$ cat config.mk
export PLATFORM = sky130hd
export DESIGN_NAME = disc_reader_flat
export DESIGN_NICKNAME = d
export VERILOG_FILES = /design/src/rtl/disc_reader_if.sv /design/src/rtl/disc_reader.sv /design/src/flat_wrapper.sv
export SDC_FILE = /design/constraint.sdc
export NUM_CORES = 1
export LEC_CHECK = 0
export BUFFER_PORTS_ARGS = -buffer_cell sky130_fd_sc_hd__buf_4
export CAP_MARGIN = 20
export CORE_MARGIN = 5
export CORE_UTILIZATION = 52
export DETAILED_ROUTE_END_ITERATION = 10
export HOLD_SLACK_MARGIN = 0.03
export PLACE_DENSITY = 0.86
export SYNTH_ARGS = -nofsm -noshare
export SYNTH_HDL_FRONTEND = slang
export SYNTH_SLANG_ARGS = --single-unit
$ cat constraint.sdc
create_clock -name clock -period 3.2 [get_ports clock]
set_clock_uncertainty 0.15 [all_clocks]
set_input_delay 0 -clock clock [delete_from_list [all_inputs] [get_ports clock]]
set_output_delay 0 -clock clock [all_outputs]
set_load 0.01 [all_outputs]
$ cat src/rtl/disc_reader_if.sv
// Acquisition-memory write port of disc_reader: byte, strobe and back-pressure.
interface disc_reader_if;
  logic [7:0] mdat;
  logic       mwrite;
  logic       mem_full;

  modport master (output mdat, output mwrite, input mem_full);
  modport slave  (input mdat, input mwrite, output mem_full);
endinterface

$ cat src/rtl/disc_reader.sv
// Flux-transition acquisition: timestamps read-data falling edges in clken ticks.
// Define DISC_READER_INDEX_STORE_EN to also write 0x80 index markers.
module disc_reader (
  input  logic          clock,
  input  logic          reset,
  input  logic          clken,
  input  logic          rddata,
  input  logic          index,
  input  logic          trkmark,
  input  logic          start,
  input  logic          abort,
  input  logic [1:0]    start_mode,
  input  logic [5:0]    stop_idx,
  disc_reader_if.master mem,
  output logic          running,
  output logic          acquiring
);

  typedef enum logic [1:0] {S_IDLE, S_ARM, S_ACQ} state_t;

  state_t      state, state_n;
  logic [1:0]  rd_sr, ix_sr;
  logic [6:0]  cnt, cnt_n;
  logic [5:0]  stop_cnt, stop_n;
  logic [7:0]  mdat_q, mdat_n;
  logic        mwrite_q, mwrite_n;
  logic        rd_edge, ix_edge, arm_go;
`ifdef DISC_READER_INDEX_STORE_EN
  logic        pend, pend_n;
`endif

  assign rd_edge    = (rd_sr == 2'b10);
  assign ix_edge    = (ix_sr == 2'b01);
  assign running    = (state != S_IDLE);
  assign acquiring  = (state == S_ACQ);
  assign mem.mdat   = mdat_q;
  assign mem.mwrite = mwrite_q;

  always_comb begin
    case (start_mode)
      2'b01:   arm_go = ix_edge;
      2'b10:   arm_go = trkmark;
      default: arm_go = 1'b1;
    endcase
  end

  always_comb begin
    state_n  = state;
    cnt_n    = cnt;
    stop_n   = stop_cnt;
    mdat_n   = '0;
    mwrite_n = 1'b0;
`ifdef DISC_READER_INDEX_STORE_EN
    pend_n   = pend;
`endif
    case (state)
      S_IDLE: if (start) state_n = S_ARM;
      S_ARM: begin
        if (arm_go) begin
          state_n = S_ACQ;
          cnt_n   = 7'd1;
          stop_n  = stop_idx;
`ifdef DISC_READER_INDEX_STORE_EN
          pend_n  = 1'b0;
`endif
        end
      end
      S_ACQ: begin
        if (mem.mem_full) begin
          state_n = S_IDLE;
        end else if (ix_edge && stop_cnt == 6'd1) begin
`ifdef DISC_READER_INDEX_STORE_EN
          mwrite_n = 1'b1;
          mdat_n   = 8'h80;
`endif
          state_n = S_IDLE;
        end else begin
          if (ix_edge && stop_cnt > 6'd1) stop_n = stop_cnt - 6'd1;
          // Read edge and carry reload the interval; a marker write still counts time.
          if (rd_edge) begin
            mwrite_n = 1'b1;
            mdat_n   = {1'b0, cnt};
            cnt_n    = 7'd1;
          end else if (cnt == 7'd127) begin
            mwrite_n = 1'b1;
            mdat_n   = 8'h00;
            cnt_n    = 7'd1;
          end else begin
            cnt_n = cnt + 7'd1;
`ifdef DISC_READER_INDEX_STORE_EN
            if (pend) begin
              mwrite_n = 1'b1;
              mdat_n   = 8'h80;
              pend_n   = 1'b0;
            end
`endif
          end
`ifdef DISC_READER_INDEX_STORE_EN
          if (ix_edge && !pend) pend_n = 1'b1;
`endif
        end
      end
      default: state_n = S_IDLE;
    endcase
    if (abort) begin
      state_n  = S_IDLE;
      mwrite_n = 1'b0;
      mdat_n   = '0;
    end
  end

  always_ff @(posedge clock or posedge reset) begin
    if (reset) begin
      state    <= S_IDLE;
      rd_sr    <= '0;
      ix_sr    <= '0;
      cnt      <= '0;
      stop_cnt <= '0;
      mdat_q   <= '0;
      mwrite_q <= 1'b0;
`ifdef DISC_READER_INDEX_STORE_EN
      pend     <= 1'b0;
`endif
    end else if (clken) begin
      state    <= state_n;
      rd_sr    <= {rd_sr[0], rddata};
      ix_sr    <= {ix_sr[0], index};
      cnt      <= cnt_n;
      stop_cnt <= stop_n;
      mdat_q   <= mdat_n;
      mwrite_q <= mwrite_n;
`ifdef DISC_READER_INDEX_STORE_EN
      pend     <= pend_n;
`endif
    end
  end

endmodule

$ cat src/flat_wrapper.sv
// flat-port wrapper written by rule: the top's interface ports become plain ports
module disc_reader_flat 
  (clock, reset, clken, rddata, index, trkmark, start, abort, start_mode, stop_idx, running, acquiring, mem_mdat, mem_mwrite, mem_mem_full);
  disc_reader_if mem_i ();
  input  logic clock;
  input  logic reset;
  input  logic clken;
  input  logic rddata;
  input  logic index;
  input  logic trkmark;
  input  logic start;
  input  logic abort;
  input  logic [1:0] start_mode;
  input  logic [5:0] stop_idx;
  output logic running;
  output logic acquiring;
  output wire logic [$bits(mem_i.mdat)-1:0] mem_mdat;
  output wire logic [$bits(mem_i.mwrite)-1:0] mem_mwrite;
  input wire logic [$bits(mem_i.mem_full)-1:0] mem_mem_full;
  assign mem_mdat = mem_i.mdat;
  assign mem_mwrite = mem_i.mwrite;
  assign mem_i.mem_full = mem_mem_full;
  disc_reader u_core (.clock(clock), .reset(reset), .clken(clken), .rddata(rddata), .index(index), .trkmark(trkmark), .start(start), .abort(abort), .start_mode(start_mode), .stop_idx(stop_idx), .mem(mem_i), .running(running), .acquiring(acquiring));
endmodule
==> run summary, run 1 <==
status = finished, final reports clean
Yosys cell types = 47
Synth Area in Simple Gates = 0.2145
worst slack, placed = 1.035 ns
Crit path max-delay family = compound AO/OA/AOI/OAI gates
Pwr Total = 1077 uW
Fin. Hold Viols = 0
Setup Total Neg Slack = 0 ns
Resize count post-CTS = 0
DRT Wirelength = 3.721 mm
gr usage total = 0.1758
Tightest Pin Transition = 0.5096 ns
YS warnings = 0
hold_buf cts = 14
#FFs+latches synth = 27
CTS Root Buffer Type = clkbuf_4
cell count along the critical path = 5
top cell type's share of synthesized area = 0.4437
RePlAce Congestion = 0.8471
part of the cycle the worst path needs = 0.7106
Worst Path Required = 3.32 ns
number of global-route vias before repair = 1,347
CP endpoint kind = flip-flop
mux share of post-synthesis cell area = 0.03615
leading area contributor after synthesis = dfrtp_1
Setup-failing EPs final = 0
number of enable flip-flop cells after synthesis = 0
syn avg cell area = 9.699 um^2
die height = 64.12 um
Worst IR Drop VDD = 0.0004084 V
worst-path cell chain = nand2b_1 -> a311oi_1 -> o211ai_1 -> o21ai_0 -> dlygate4sd3_1
worst r2r path cells = 5
initial core utilization = 0.5475
fin. max-slew vios = 0
I/O Buffers = 26
XOR/XNOR Fraction of Synth Area = 0
largest family of logic cells by synthesized area = compound AO/OA/AOI/OAI gates
share of layout cells above drive strength 1 = 0.2347
CP Class = reg2reg
Final Critical Period = 2.274 ns
final non-filler cell total = 227
Worst path max stage delay = 0.56 ns
total global routing overflow = 0
Layout area overhead = 26.38%
TritonCTS clock tree = built
core box area = 2781 um^2
Hold WC Path Type = in2reg
Slew headroom = 0.6599
predominant post-synthesis flop cell = dfrtp_1
Die Area = 4111 um^2
leakage power = 0.0008760 uW
mapped cell area = 1523 um^2
Worst-Skew Late Latency = 0.32 ns
Crit path arrival time = 2.39 ns
critical-path maximum fanout = 12
PnR worst setup slack = 0.9262 ns
Die Width = 64.12 um
Clock Tree Buf Depth = 2
IO Count = 28
htree depth = 1
post-route DRC violation count = 0
Synth Area in Compound Gates = 0.2202
total CTS buffers = 3
Achievable Freq = 439.8 MHz
Synth Area in Adders = 0.04108
WL per Instance = 16.39 um
drt first pass iters = 4
Antenna Nets Post-Route = 0
largest cells by area after synthesis = dfrtp_1 (44%), a22o_1 (5.2%), ha_1 (4.1%)
sequential share of the synthesized area = 0.4437
first-pass GRT wire length = 5.899 mm
antenna violations before repair = 0
WP buf/inv = 1
Async SR Flop Fraction = 1.000
Starting DRT DRC Count = 103
# diodes = 0
hold path depth = 4
vias per cell = 6.137
largest net degree at the start of global routing = 28
clock sink count = 27
fin util = 0.6919
total number of vias = 1,393
Crit-path slowest cell = dlygate4sd3_1
Power Density = 559.5 nW/um^2
Syn Inst Count = 157
DP Wirelength = 2.673 mm
RSZ-0062 raised after global routing = false
# rows = 19
crit start category = flip-flop
# Post-CTS Setup Buffers = 0
Fillers = 201
Final #Nets = 219
Synth Net Count = 179
placed insts = 208
clk slew on worst S/H paths = 0.15 ns
Max Cap Viol = 0
-- where the power goes --
part | switching (uW) | leakage, uW | internal, uW
clock | 100 | 0.0000139 | 47.7
sequential | 93.4 | 0.000349 | 405
combinational | 240 | 0.000513 | 191
total | 433 | 0.000876 | 643
-- path summary, 6_finish.rpt --
kind / startpoint / to / slack (ns)
max in group asynchronous: reset / u_core.cnt[2] / 2.35
worst min-delay path: start / u_core.state[0] / 0.06
worst min register to register: u_core.rd_sr[1] / u_core.rd_sr[1] / 0.37
worst max-delay path: u_core.state[0] / u_core.mem.mwrite / 0.93
worst max register to register: u_core.state[0] / u_core.mem.mwrite / 0.93
min in group asynchronous: reset / u_core.stop_cnt[1] / 0.10
-- kinds of logic (layout without fill, tap and decap cells) --
family                   Yosys count  in the layout
flip-flops                        27             27
adder cells (fa/ha/maj)            5              5
other                              1              1
multiplexers                       5              5
AO/OA/AOI/OAI                     47             47
buffers and inverters             15             54
AND/OR/NAND/NOR                   57             57
-- registers in the layout (all words and copies together), names as in the netlist --
name and cells:
u_core.cnt 7, u_core.mem.mdat 7, u_core.stop_cnt 6, u_core.ix_sr 2
u_core.mem.mwrite 1, u_core.state 2, u_core.rd_sr 2
-- per-layer routing --
| metal | part of all wire | global-route usage | vias up |
|---|---|---|---|
| li1 | - | - | 653 |
| met1 | 0.41 | 0.2162 | 658 |
| met2 | 0.51 | 0.3053 | 76 |
| met3 | 0.065 | 0.02977 | 6 |
| met4 | 0.013 | 0.06870 | 0 |
| met5 | 0 | 0 | - |
-- worst min-delay path: cells and delay by family --
kind,cells,cell delay (ns)
AO/OA/AOI/OAI,1,0.06
buffers and inverters,1,0.11
AND/OR/NAND/NOR,2,0.35
-- cell usage in the layout, fill, tap and decap left out, types with 3 or more instances in the layout --
| cell | count |
|---|---|
| dfrtp_1 | 27 |
| buf_4 | 26 |
| dlygate4sd3_1 | 14 |
| nand2_1 | 12 |
| nor2_1 | 9 |
| o21ai_0 | 9 |
| a22o_1 | 9 |
| inv_1 | 8 |
| a21oi_1 | 7 |
| nand3_1 | 5 |
| nor3_1 | 5 |
| ha_1 | 5 |
| o31ai_1 | 4 |
| or2_2 | 4 |
| mux2_2 | 4 |
| and2_1 | 3 |
| o22ai_1 | 3 |
| clkbuf_4 | 3 |
-- cells in the mapped netlist (all sizes together) (4+ instances only) --
cell    n
nor2    9
nand2  12
nand3   5
a22o    9
o31ai   4
nor3    6
o21ai  10
or2     4
dfrtp  27
ha      5
inv     9
mux2    4
buf     4
a21oi   7
-- cell type report --
type                            count  area [um^2]  area share
Multi-Input combinational cell    115        783.3      0.4070
Sequential cell                    27        675.6      0.3511
Timing Repair Buffer               41        362.8      0.1886
Tap cell                           31        38.79     0.02016
Inverter                            9        33.78     0.01756
Clock buffer                        3        22.52     0.01170
Clock inverter                      1        7.507    0.003901
-- metrics by stage --
| stage | hold slack [ns] | area, um^2 |
|---|---|---|
| 2_1_floorplan | -0.09728 | 1523 |
| 3_3_place_gp | 0.08257 | 1727 |
| 3_5_place_dp | 0.08770 | 1727 |
| 4_1_cts | 0.06967 | 1897 |
| 5_1_grt | 0.1109 | 1924 |
| 6_report | 0.06098 | 1924 |
(Power assumes the default switching activity.)
==> inputs of run 2 (changes only) <==
clock period = 2.2 ns   (was 3.2 ns; I/O delays follow)
==> run summary, run 2 (synthesis gave the netlist of run 1 again) <==
Worst IR Drop VDD = 0.0008492 V
CP Class = reg2reg
I/O Buffers = 26
total CTS buffers = 3
number of global-route vias before repair = 1,413
status = finished, final reports clean
Worst path max stage delay = 0.56 ns
Hold WC Path Type = in2async
Antenna Nets Post-Route = 0
fin util = 0.6887
drt first pass iters = 4
Fin. Hold Viols = 0
Setup-failing EPs final = 0
critical-path maximum fanout = 6
CP endpoint kind = flip-flop
Die Area = 4111 um^2
worst-path cell chain = nor4_4 -> a311oi_2 -> o211ai_1 -> o21ai_0 -> dlygate4sd3_1
TritonCTS clock tree = built
Final #Nets = 220
total number of vias = 1,341
DRT Wirelength = 3.454 mm
htree depth = 1
# rows = 19
Post-Place Cell Area = 1742 um^2
Crit-path slowest cell = dlygate4sd3_1
Final Critical Period = 2.082 ns
largest net degree at the start of global routing = 28
Power Density = 813.7 nW/um^2
gr usage total = 0.1786
Die Width = 64.12 um
Clock Tree Buf Depth = 2
Worst-Skew Late Latency = 0.33 ns
DP Wirelength = 2.462 mm
antenna violations before repair = 0
post-route DRC violation count = 0
commonest non-fill, non-tap cell in the layout = buf_4
leakage power = 0.0008766 uW
Max Cap Viol = 0
crit start category = flip-flop
fin. max-slew vios = 0
worst slack, placed = 0.2249 ns
Starting DRT DRC Count = 95
core box area = 2781 um^2
# diodes = 0
total global routing overflow = 0
IO Count = 28
part of the cycle the worst path needs = 0.9463
PnR worst setup slack = 0.1181 ns
WL per Instance = 15.15 um
Achievable Freq = 480.3 MHz
first-pass GRT wire length = 6.134 mm
vias per cell = 5.882
Layout area overhead = 25.80%
initial core utilization = 0.5475
Crit path arrival time = 2.17 ns
# Post-CTS Setup Buffers = 0
final instance area = 1916 um^2
CTS Root Buffer Type = clkbuf_4
clk slew on worst S/H paths = 0.15 ns
Worst Path Required = 2.29 ns
share of layout cells above drive strength 1 = 0.2437
clock sink count = 27
commonest cells after routing, fill and taps aside = buf_4 (28), dfrtp_1 (27), dlygate4sd3_1 (14), nand2_1 (12)
RePlAce Congestion = 0.8322
die height = 64.12 um
==> run 2: cell type report <==
| type | count | area, um^2 |
|---|---|---|
| Inverter | 9 | 33.78 |
| Fill cell | 216 | 865.8 |
| Sequential cell | 27 | 675.6 |
| Clock buffer | 3 | 22.52 |
| Multi-Input combinational cell | 115 | 789.5 |
| Timing Repair Buffer | 42 | 350.3 |
| Tap cell | 31 | 38.79 |
| Clock inverter | 1 | 5.005 |
==> run 2: worst max-delay path: cells and delay by family (launching register included) <==
kind	cells	cell delay, ns
buf+inv	1	0.56
compound gates	3	0.38
simple gates	1	0.41
flops	1	0.48
==> run 2: final timing paths <==
path,from,endpoint,slack (ns),cells after the start
worst max-delay path,u_core.stop_cnt[2],u_core.mem.mwrite,0.12,5
worst min-delay path,reset,u_core.mem.mdat[3],0.11,4
worst max register to register,u_core.stop_cnt[2],u_core.mem.mwrite,0.12,5
worst min register to register,u_core.rd_sr[1],u_core.rd_sr[1],0.37,1
max in group asynchronous,reset,u_core.ix_sr[0],1.54,4
min in group clock,trkmark,u_core.stop_cnt[4],0.11,5
==> run 2: repair_timing <==
action / CTS / global route
hold buffers: 14 / 0
gates resized for setup: 0 / 1
setup endpoints to repair: 0 / 1
hold endpoints to repair: 40 / 0
==> run 2: through the flow <==
| step | hold WS (ns) | power (uW) | TNS (ns) | std cells |
|---|---|---|---|---|
| 5_1_grt | 0.1003 | 1678 | -0.01585 | 228 |
| 3_5_place_dp | -0.06251 | 1304 | 0 | 210 |
| 2_1_floorplan | -0.09728 | 1138 | 0 | 157 |
| 3_3_place_gp | -0.07070 | 1273 | 0 | 210 |
| 4_1_cts | 0.08290 | 1537 | 0 | 228 |
| 6_report | 0.1062 | 1559 | 0 | 228 |
==> run 2: layer usage <==
| layer | up-vias | global-route usage | routed length (um) | share of wire |
|---|---|---|---|---|
| li1 | 660 | - | - | - |
| met1 | 648 | 0.2327 | 1553 | 0.45 |
| met2 | 31 | 0.3015 | 1702 | 0.49 |
| met3 | 2 | 0.02977 | 173 | 0.050 |
| met4 | 0 | 0.05852 | 25 | 0.0072 |
| met5 | - | 0 | 0 | 0 |
==> run 2: where the power goes <==
group          leakage [uW]  internal, uW  switching (uW)  total [uW]
combinational      0.000510           279             339         618
sequential         0.000349           589             131         721
clock             0.0000177          68.4             152         220
total              0.000877           936             622        1560
==> inputs of run 3 (changes only) <==
MAX_ROUTING_LAYER = met4   (was not set)
PLACE_DENSITY = not set   (was 0.86)
PLACE_DENSITY_LB_ADDON = 0.2   (was not set)
==> run summary, run 3 (synthesis gave the netlist of run 1 again) <==
Layout area overhead = 26.13%
Starting DRT DRC Count = 61
Worst Path Required = 2.27 ns
Clock Tree Buf Depth = 2
Die Width = 64.12 um
clk slew on worst S/H paths = 0.15 ns
# Post-CTS Setup Buffers = 0
commonest cells after routing, fill and taps aside = buf_4 (28), dfrtp_1 (27), dlygate4sd3_1 (14), nand2_1 (12)
DRT Wirelength = 3.588 mm
crit start category = flip-flop
largest net degree at the start of global routing = 28
Antenna Nets Post-Route = 0
RSZ-0062 raised after global routing = false
TritonCTS clock tree = built
# rows = 19
Power Density = 818.2 nW/um^2
Crit path arrival time = 2.17 ns
Die Area = 4111 um^2
post-route DRC violation count = 0
Hold WC Path Type = in2reg
Setup Total Neg Slack = 0 ns
vias per cell = 6.018
Worst IR Drop VDD = 0.0006209 V
WL per Instance = 15.74 um
htree depth = 1
Achievable Freq = 475.2 MHz
antenna violations before repair = 0
part of the cycle the worst path needs = 0.9565
total CTS buffers = 3
Final Critical Period = 2.104 ns
leakage power = 0.0008728 uW
I/O Buffers = 26
DP Wirelength = 2.597 mm
IO Count = 28
fin. max-slew vios = 0
total number of vias = 1,372
CP endpoint kind = flip-flop
# diodes = 0
Fin. Hold Viols = 0
status = finished, final reports clean
Final #Nets = 220
share of layout cells above drive strength 1 = 0.2487
first-pass GRT wire length = 6.189 mm
Max Cap Viol = 0
clock sink count = 27
RePlAce Congestion = 0.8344
Worst-Skew Late Latency = 0.32 ns
CTS Root Buffer Type = clkbuf_4
commonest non-fill, non-tap cell in the layout = buf_4
total global routing overflow = 0
initial core utilization = 0.5475
number of global-route vias before repair = 1,406
CP Class = reg2reg
critical-path maximum fanout = 6
gr usage total = 0.1893
die height = 64.12 um
Setup-failing EPs final = 0
hold_ws = 0.09198 ns
core box area = 2781 um^2
drt first pass iters = 4
## run 3: power by group
part	total, uW	switching [uW]	leakage (uW)	internal, uW
clock	219	150	0.0000139	69.3
combinational	631	351	0.000510	280
sequential	721	132	0.000349	589
## run 3: stage by stage
step           power [uW]  area, um^2  instances    util  worst slack (ns)
2_1_floorplan        1138        1523        157       -            0.3552
3_3_place_gp         1282        1742        210  0.6262            0.2880
5_1_grt              1688        1921        228  0.6905           0.03461
3_5_place_dp         1319        1742        210  0.6262            0.2512
4_1_cts              1562        1912        228  0.6874           0.04086
6_report             1571        1921        228  0.6905           0.09564
## run 3: layout make-up
type | count | area, um^2
clock buffers | 3 | 22.52
clock inverters | 1 | 7.507
fillers | 226 | 860.8
inverters | 9 | 33.78
multi-input cells | 115 | 792.0
flip-flops and latches | 27 | 675.6
well taps | 31 | 38.79
repair buffers | 42 | 350.3
## run 3: timing repair
| action | 4_1_cts | 5_1_grt |
|---|---|---|
| hold endpoints to repair | 40 | 0 |
| resized for setup | 0 | 2 |
| endpoints found under the setup margin | 0 | 1 |
| hold buffers | 14 | 0 |
## run 3: metal layers
layer / vias to the layer above / part of all wire / track usage
met4: 0 / 0.011 / 0.05598
met1: 675 / 0.44 / 0.2295
li1: 656 / - / -
met2: 37 / 0.49 / 0.3229
met3: 4 / 0.059 / 0.03152
met5: - / 0 / -
## run 3: final timing paths
path	from	to	slack, ns	cells past startpoint
max	u_core.stop_cnt[2]	u_core.mem.mwrite	0.1	5
min	start	u_core.state[0]	0.09	4
max reg2reg	u_core.stop_cnt[2]	u_core.mem.mwrite	0.1	5
min reg2reg	u_core.mem.mdat[0]	u_core.mem.mdat[0]	0.38	1
max in group asynchronous	reset	u_core.cnt[1]	1.50	4
min in group asynchronous	reset	u_core.rd_sr[0]	0.14	4
## run 3: critical path, cell delays in order (launching register included)
cell           delay (ns)
dfrtp_1              0.48
nor4_4               0.43
a311oi_2             0.17
o211ai_1             0.12
o21ai_0              0.09
dlygate4sd3_1        0.56
